## config.mk

```make
export PLATFORM = sky130hd
export DESIGN_NAME = rv32_multicycle_sequencer
export DESIGN_NICKNAME = d
export VERILOG_FILES = /design/src/rtl/rv32_multicycle_sequencer.sv
export SDC_FILE = /design/constraint.sdc
export NUM_CORES = 1
export LEC_CHECK = 0
export BUFFER_PORTS_ARGS = -buffer_cell sky130_fd_sc_hd__buf_4
export CORE_UTILIZATION = 48
export CTS_CLUSTER_DIAMETER = 50
export CTS_CLUSTER_SIZE = 14
export DETAILED_ROUTE_END_ITERATION = 12
export PLACE_DENSITY_LB_ADDON = 0.05
export SLEW_MARGIN = 20
export SYNTH_ARGS = -nofsm -noshare
export SYNTH_HDL_FRONTEND = slang
export SYNTH_SLANG_ARGS = --single-unit
export TNS_END_PERCENT = 5
```

## constraint.sdc

```tcl
create_clock -name clock -period 4.49 [get_ports clock]
set_clock_uncertainty 0.15 [all_clocks]
set_input_delay 0.898 -clock clock [delete_from_list [all_inputs] [get_ports clock]]
set_output_delay 0.898 -clock clock [all_outputs]
set_load 0.02 [all_outputs]
```

## src/rtl/rv32_multicycle_sequencer.sv

```systemverilog
// rv32_multicycle_sequencer
// Multi-cycle FETCH/DECODE/EXECUTE/MEMORY/WRITEBACK control sequencer for the
// RV32 core. Owns the PC, handshakes with instruction/data memory, gates the
// per-stage enables, counts retired instructions and raises a sticky fault on
// memory timeout.
// Optional macro RV_SEQ_ALIGN_CHECK_EN: when defined, a taken branch/jump to a
// target whose low two bits are non-zero faults in WRITEBACK. When undefined,
// the target is word-aligned by clearing its low two bits.
module rv32_multicycle_sequencer #(
    parameter int unsigned     XLEN        = 32,
    parameter logic [XLEN-1:0] RESET_PC    = '0,
    parameter int unsigned     MEM_TIMEOUT = 255,
    parameter int unsigned     RETIRE_W    = 32
) (
    input  logic                clock,
    input  logic                reset,
    input  logic                enable,
    output logic [XLEN-1:0]     pc,
    output logic                fetch_request,
    input  logic                fetch_ready,
    input  logic [31:0]         fetch_data,
    output logic [31:0]         instruction,
    output logic                decode_enable,
    output logic                execute_enable,
    input  logic                control_instruction,
    input  logic                next_pc_valid,
    input  logic [XLEN-1:0]     next_pc,
    input  logic                mem_access,
    output logic                mem_request,
    input  logic                mem_ready,
    output logic                write_back_enable,
    output logic                fault,
    output logic [RETIRE_W-1:0] retired_count,
    output logic [2:0]          state
);

    typedef enum logic [2:0] {
        S_IDLE      = 3'd0,
        S_FETCH     = 3'd1,
        S_DECODE    = 3'd2,
        S_EXECUTE   = 3'd3,
        S_MEMORY    = 3'd4,
        S_WRITEBACK = 3'd5,
        S_FAULT     = 3'd6
    } state_t;

    // Timeout counter wide enough to hold MEM_TIMEOUT itself.
    localparam int unsigned TW       = (MEM_TIMEOUT < 2) ? 1 : $clog2(MEM_TIMEOUT + 1);
    localparam bit          TO_EN    = (MEM_TIMEOUT != 0);
    localparam logic [TW:0] TO_LIM   = MEM_TIMEOUT[TW:0];
    localparam logic [XLEN-1:0] PC_STEP    = XLEN'(4);
    localparam logic [XLEN-1:0] ALIGN_MASK = ~XLEN'(3);

    state_t              state_q, state_d;
    logic [XLEN-1:0]     pc_q, pc_d;
    logic [31:0]         instr_q, instr_d;
    logic [RETIRE_W-1:0] ret_q, ret_d;
    logic                taken_q, taken_d;
    logic [XLEN-1:0]     target_q, target_d;
    logic [TW-1:0]       tcnt_q, tcnt_d;
    logic [TW:0]         tcnt_inc;
    logic                timed_out;

    // The wait in FETCH/MEMORY expires on the cycle the incremented count
    // would reach MEM_TIMEOUT; a ready on that same cycle still takes priority.
    assign tcnt_inc  = {1'b0, tcnt_q} + {{TW{1'b0}}, 1'b1};
    assign timed_out = TO_EN && (tcnt_inc >= TO_LIM);

    // State, PC, instruction latch, retire counter and timeout register.
    always_ff @(posedge clock or posedge reset) begin
        if (reset) begin
            state_q  <= S_IDLE;
            pc_q     <= RESET_PC;
            instr_q  <= '0;
            ret_q    <= '0;
            taken_q  <= 1'b0;
            target_q <= '0;
            tcnt_q   <= '0;
        end else begin
            state_q  <= state_d;
            pc_q     <= pc_d;
            instr_q  <= instr_d;
            ret_q    <= ret_d;
            taken_q  <= taken_d;
            target_q <= target_d;
            tcnt_q   <= tcnt_d;
        end
    end

    // Next-state, datapath updates and per-state enables/requests.
    always_comb begin
        state_d           = state_q;
        pc_d              = pc_q;
        instr_d           = instr_q;
        ret_d             = ret_q;
        taken_d           = taken_q;
        target_d          = target_q;
        tcnt_d            = tcnt_q;
        fetch_request     = 1'b0;
        decode_enable     = 1'b0;
        execute_enable    = 1'b0;
        mem_request       = 1'b0;
        write_back_enable = 1'b0;

        unique case (state_q)
            S_IDLE: begin
                if (enable) begin
                    state_d = S_FETCH;
                    tcnt_d  = '0;
                end
            end

            S_FETCH: begin
                fetch_request = 1'b1;
                if (fetch_ready) begin
                    instr_d = fetch_data;
                    state_d = S_DECODE;
                end else if (timed_out) begin
                    state_d = S_FAULT;
                end else begin
                    tcnt_d = tcnt_inc[TW-1:0];
                end
            end

            S_DECODE: begin
                decode_enable = 1'b1;
                state_d       = S_EXECUTE;
            end

            S_EXECUTE: begin
                execute_enable = 1'b1;
                taken_d        = control_instruction & next_pc_valid;
                target_d       = next_pc;
                if (mem_access) begin
                    state_d = S_MEMORY;
                    tcnt_d  = '0;
                end else begin
                    state_d = S_WRITEBACK;
                end
            end

            S_MEMORY: begin
                mem_request = 1'b1;
                if (mem_ready) begin
                    state_d = S_WRITEBACK;
                end else if (timed_out) begin
                    state_d = S_FAULT;
                end else begin
                    tcnt_d = tcnt_inc[TW-1:0];
                end
            end

            S_WRITEBACK: begin
                write_back_enable = 1'b1;
`ifdef RV_SEQ_ALIGN_CHECK_EN
                if (taken_q && (target_q[1:0] != 2'b00)) begin
                    state_d = S_FAULT;
                end else begin
                    pc_d    = taken_q ? target_q : (pc_q + PC_STEP);
                    ret_d   = ret_q + RETIRE_W'(1);
                    state_d = enable ? S_FETCH : S_IDLE;
                    tcnt_d  = '0;
                end
`else
                pc_d    = taken_q ? (target_q & ALIGN_MASK) : (pc_q + PC_STEP);
                ret_d   = ret_q + RETIRE_W'(1);
                state_d = enable ? S_FETCH : S_IDLE;
                tcnt_d  = '0;
`endif
            end

            S_FAULT: begin
                state_d = S_FAULT;
            end

            default: begin
                state_d = S_IDLE;
            end
        endcase
    end

    assign pc            = pc_q;
    assign instruction   = instr_q;
    assign retired_count = ret_q;
    assign fault         = (state_q == S_FAULT);
    assign state         = state_q;

endmodule

```

Word-level counts from Yosys, hierarchy flattened
Cells that the tools add are included.

Add/subtract/negate cells: 3. Order comparisons: 1. Equality and inequality tests: 10. Muxes and demuxes: 19. Bitwise gates (word level): 1. Reductions and logical operators: 4.

Operators with widths (number): two-way mux 8 bit (5); one-hot mux 8 bit (5 select lines) (1); adder 32 x 1 -> 32 bit (second input constant) (1); adder 32 x 3 -> 32 bit (second input constant) (1); two-way mux 32 bit (1); one-hot mux 3 bit (7 select lines) (1); two-way mux 3 bit (4); adder 8 x 1 -> 9 bit (second input constant) (1); equality test 3 bit (second input constant) (3); greater-or-equal comparator 9 x 8 -> 1 bit (second input constant) (1); inequality test 2 bit (second input constant) (4); two-way mux 1 bit (7); equality test 3 x 2 -> 1 bit (second input constant) (2); AND reduction 5 bit (1); nonzero test 5 bit (1); equality test 3 x 1 -> 1 bit (second input constant) (1); zero test 3 bit (1); AND reduction 2 bit (1); bitwise AND 1 bit (1).

Register bits after elaboration: 140. Bits of input ports: 72. Word-level logic and storage cells: 45.

Longest topological paths before layout
Depth in word-level cells: 5. Depth in mapped cells: 8. Mapped depth without buffers: 7.

Worst setup path before layout
Ideal clock, no wire load.

Path kind: register -> output. From: register state_q[1] (netlist: state[1]). To: output write_back_enable. Arrival: 1.572 ns. Data required time: 3.442 ns. Slack: 1.870 ns. Cell stages (with the launch flop): 6. Cell sequence: dfrtp_1 buf_2 nand3b_4 inv_2 clkbuf_1 buf_1.

Longest elaborated chain between the ends: 2.

Ends and longest elaborated chain: start: declaration (line 54) `state_t state_q, state_d;`; start signal: assignment (line 80) `state_q <= state_d;`; equality test 3 bit (line 105) `unique case (state_q)`; two-way mux 1 bit (line 105); end: declaration (line 31) `output logic write_back_enable,`.

Every way passes these cells.

Worst setup path after layout
From: register state_q[0] (netlist: state[0]). To: output write_back_enable.

The elaborated chain is that of the path after synthesis.

==> tab_implementation.tex <==
\begin{tabular}{lr}
\hline
Metric & Value \\
\hline
\multicolumn{2}{l}{\textbf{Route}} \\
Router iterations before antenna repair & 5 \\
Number of nets still failing antenna checks after routing & 0 \\
Drt drc & 0 \\
Average wire per standard cell & 15.8 um \\
Total via count in the routed design & 5478 \\
Number of DRC markers after the initial detailed-route iteration & 309 \\
WL final & 15900 um \\
Via density per instance & 5.46 \\
\multicolumn{2}{l}{\textbf{Final layout}} \\
Multi-input gate area & 2860 um\^{}2 \\
Net count reported at finish & 892 \\
Proportion of layout cells with a drive suffix above 1 & 31.3\% \\
Post-layout utilization of the core & 64.1\% \\
Footprint of the flip-flops and latches & 3400 um\^{}2 \\
Area Overhead vs Synth & 30.2\% \\
Design Area, Final & 8450 um\^{}2 \\
Fill count & 1109 \\
Number of antenna diodes & 0 \\
\multicolumn{2}{l}{\textbf{Timing}} \\
Final sum of negative setup slack & 0 ns \\
Max Slew Vio Count & 0 \\
Max frequency & 0.292 GHz \\
Unrepaired setup endpoints after global routing & false \\
Count of endpoints failing setup in the final report & 0 \\
Slew at the pin closest to its max-slew limit & 0.723 ns \\
Fin. Hold Viols & 0 \\
Normalized max-slew margin & 51.8\% \\
Fraction of the cycle the final worst path needs & 76.2\% \\
Minimum hold slack & 0.323 ns \\
Post-route minimum period & 3.42 ns \\
Setup WS post-layout & 1.07 ns \\
\multicolumn{2}{l}{\textbf{Floorplanning}} \\
Core region area & 13200 um\^{}2 \\
Number of rows created at floorplan & 42 \\
Overall die area & 14000 um\^{}2 \\
Die Span X & 118 um \\
Die Ht & 118 um \\
IO Pins & 177 \\
Effective utilization at floorplan & 49.2\% \\
\multicolumn{2}{l}{\textbf{Yosys}} \\
Number of unique standard cell types used by synthesis & 68 \\
Syn\_area\_per\_cell & 9.96 um\^{}2 \\
Cell with the most instances after synthesis & dfrtp\_1 \\
Most used DFF post-synth & dfrtp\_1 \\
Syn Inst Count & 652 \\
Post-synthesis instance area & 6490 um\^{}2 \\
Area share of the largest cell type after synthesis & 52.4\% \\
Commonest cells in the netlist & 136 x dfrtp\_1, 131 x nand2\_1, 32 x mux2\_2 \\
Cell taking the most area after synthesis & dfrtp\_1 \\
Number of synthesized register bits & 136 \\
Top cells by area, synth & dfrtp\_1 52\%, nand2\_1 7.6\%, mux2\_2 5.6\% \\
Number of enable flip-flop cells after synthesis & 0 \\
Sequential fraction of the synthesis area & 52.4\% \\
Yosys warning total & 0 \\
Fraction of synthesis flops using an asynchronous set or reset pin & 100\% \\
\multicolumn{2}{l}{\textbf{Worst setup path}} \\
Startpoint class of the critical path & register \\
WP data required & 3.44 ns \\
Count of buffer and inverter cells on the critical path & 2 \\
Kind of end point of the critical path & output pin \\
Chain of cells forming the critical path & nand3b\_4 > inv\_2 > buf\_4 \\
Crit-path max FO & 40 \\
Kind of critical path & register to output pin \\
CP peak stage delay & 0.64 ns \\
Crit path DAT & 2.38 ns \\
Gate family responsible for the most delay along the worst path & buffers and inverters \\
Slowest stage cell, crit path & inv\_2 \\
\multicolumn{2}{l}{\textbf{Power and ir drop}} \\
IR Drop Worst-Case VDD & 319 uV \\
Pwr Density & 650 nW/um\^{}2 \\
Standby leakage power & 3.99 nW \\
\multicolumn{2}{l}{\textbf{Clocking}} \\
CTS clock-pin slew for the worst setup and hold paths & 0.06 ns \\
Inserted Clock Buffers & 17 \\
Clock latency of the later-clocked register in the worst-skew pair & 0.42 ns \\
CTS sink cnt & 136 \\
CTS resizes & 0 \\
TritonCTS clock tree & yes \\
Setup Buffers After CTS & 0 \\
Root buffer cell & clkbuf\_16 \\
Largest buffer count on any clock path & 2 \\
Quantity of hold-fixing buffers added after cts & 0 \\
H-tree depth & 4 \\
\multicolumn{2}{l}{\textbf{Place}} \\
Input/output buffers & 172 \\
Post-placement setup slack & 1.45 ns \\
Post-DP HPWL & 10700 um \\
Area post-placement & 7900 um\^{}2 \\
Routability congestion estimate & 0.888 \\
\multicolumn{2}{l}{\textbf{Flow run}} \\
Max Cap Violations & 0 \\
\multicolumn{2}{l}{\textbf{GRT}} \\
Vias in the first global route & 5291 \\
Overall global routing resource usage & 23.8\% \\
Largest net degree at the start of global routing & 137 \\
Wire length of the first global-routing pass & 26400 um \\
Number of antenna violations at the first check in global routing & 0 \\
GRT overflow & 0 \\
\multicolumn{2}{l}{\textbf{Min path}} \\
Hold WC Path Type & register to register \\
\multicolumn{2}{l}{\textbf{Run status}} \\
Outcome & finished, final reports clean \\
\hline
\end{tabular}
metrics by stage:
step | power (mW) | cells
global placement | 4.14 | 973
global route | 5.82 | 1004
finish | 5.49 | 1004
CTS | 5.53 | 1004
detailed placement | 4.21 | 973
floorplan | 3.38 | 653
where the power goes:
group / internal [mW] / total, mW / switching [mW]
combinational: 0.920 / 2.11 / 1.19
sequential: 1.67 / 2.07 / 0.400
clock: 0.782 / 1.31 / 0.526
total: 3.37 / 5.49 / 2.12
cell usage in the layout (no fill, tap or decap), types with 3 or more instances in the layout:
cell and instances:
nor2_1 29, dfrtp_1 136, and2_1 6, or3_1 4, a211oi_1 4, a32oi_1 3
o21ai_0 28, mux2i_1 4, nand2_1 131, a31oi_1 4, and4_1 6, nand2b_1 4
and3_1 14, mux2_2 32, o22a_1 4, nor3_1 12, clkbuf_16 17, clkinvlp_4 7
xnor2_1 28, o22ai_1 10, a311oi_1 3, a21oi_1 28, or2_2 3, or4_1 4
a2bb2oi_1 5, ha_1 4, xor2_1 5, o211ai_1 8, clkinv_2 4, nand3_1 29
inv_1 12, nand4_1 14, buf_4 177
tightest hold or removal path: cells and delay by family (launching register included):
family,cells,cell delay (ns)
simple gates,2,0.10
flops,1,0.34
layout make-up:
class | instances | area share [%]
tap | 176 | 2.61
sequential | 136 | 40.3
multi-input combinational | 467 | 33.8
inverter | 16 | 0.755
clock inverter | 12 | 1.23
clock buffer | 19 | 5.36
timing repair buffer | 178 | 16.0
flip-flops by register name, indices dropped and copies added (netlist names):
signal / flops
pc: 30
retired_count: 32
instruction: 32
state: 3
taken_q: 1
tcnt_q: 8
target_q: 30
logic make-up (layout without fill, tap and decap cells):
kind of cell,Yosys count,in the layout,share of synthesized area [%]
other,1,2,0.0578
muxes,36,36,6.17
DFF,136,136,52.4
xor gates and xnor gates,33,33,4.45
buffers and inverters,50,225,3.57
adders and majority gates,4,4,0.771
and+or+nand+nor,275,275,20.8
AOI/OAI and AO/OA,117,117,11.7
path summary, 6_finish.rpt:
kind                              startpoint                end  slack [ns]  cells past startpoint
worst min-delay path            target_q[26]       target_q[26]        0.32                      2
max in group asynchronous              reset             pc[21]        3.12                      3
worst min register to register  target_q[26]       target_q[26]        0.32                      2
worst max-delay path                state[0]  write_back_enable        1.07                      3
worst max register to register      state[0]  retired_count[28]        1.41                      7
min in group asynchronous              reset  retired_count[28]        0.54                      3
layer usage:
metal	wire (um)	share of wire (%)	GRT usage [%]
met5	0	0	0
met1	7080	45	31.8
met2	7720	49	38.0
met4	257	1.6	9.13
met3	850	5.3	4.87
Power figures use the tool's default switching activity.
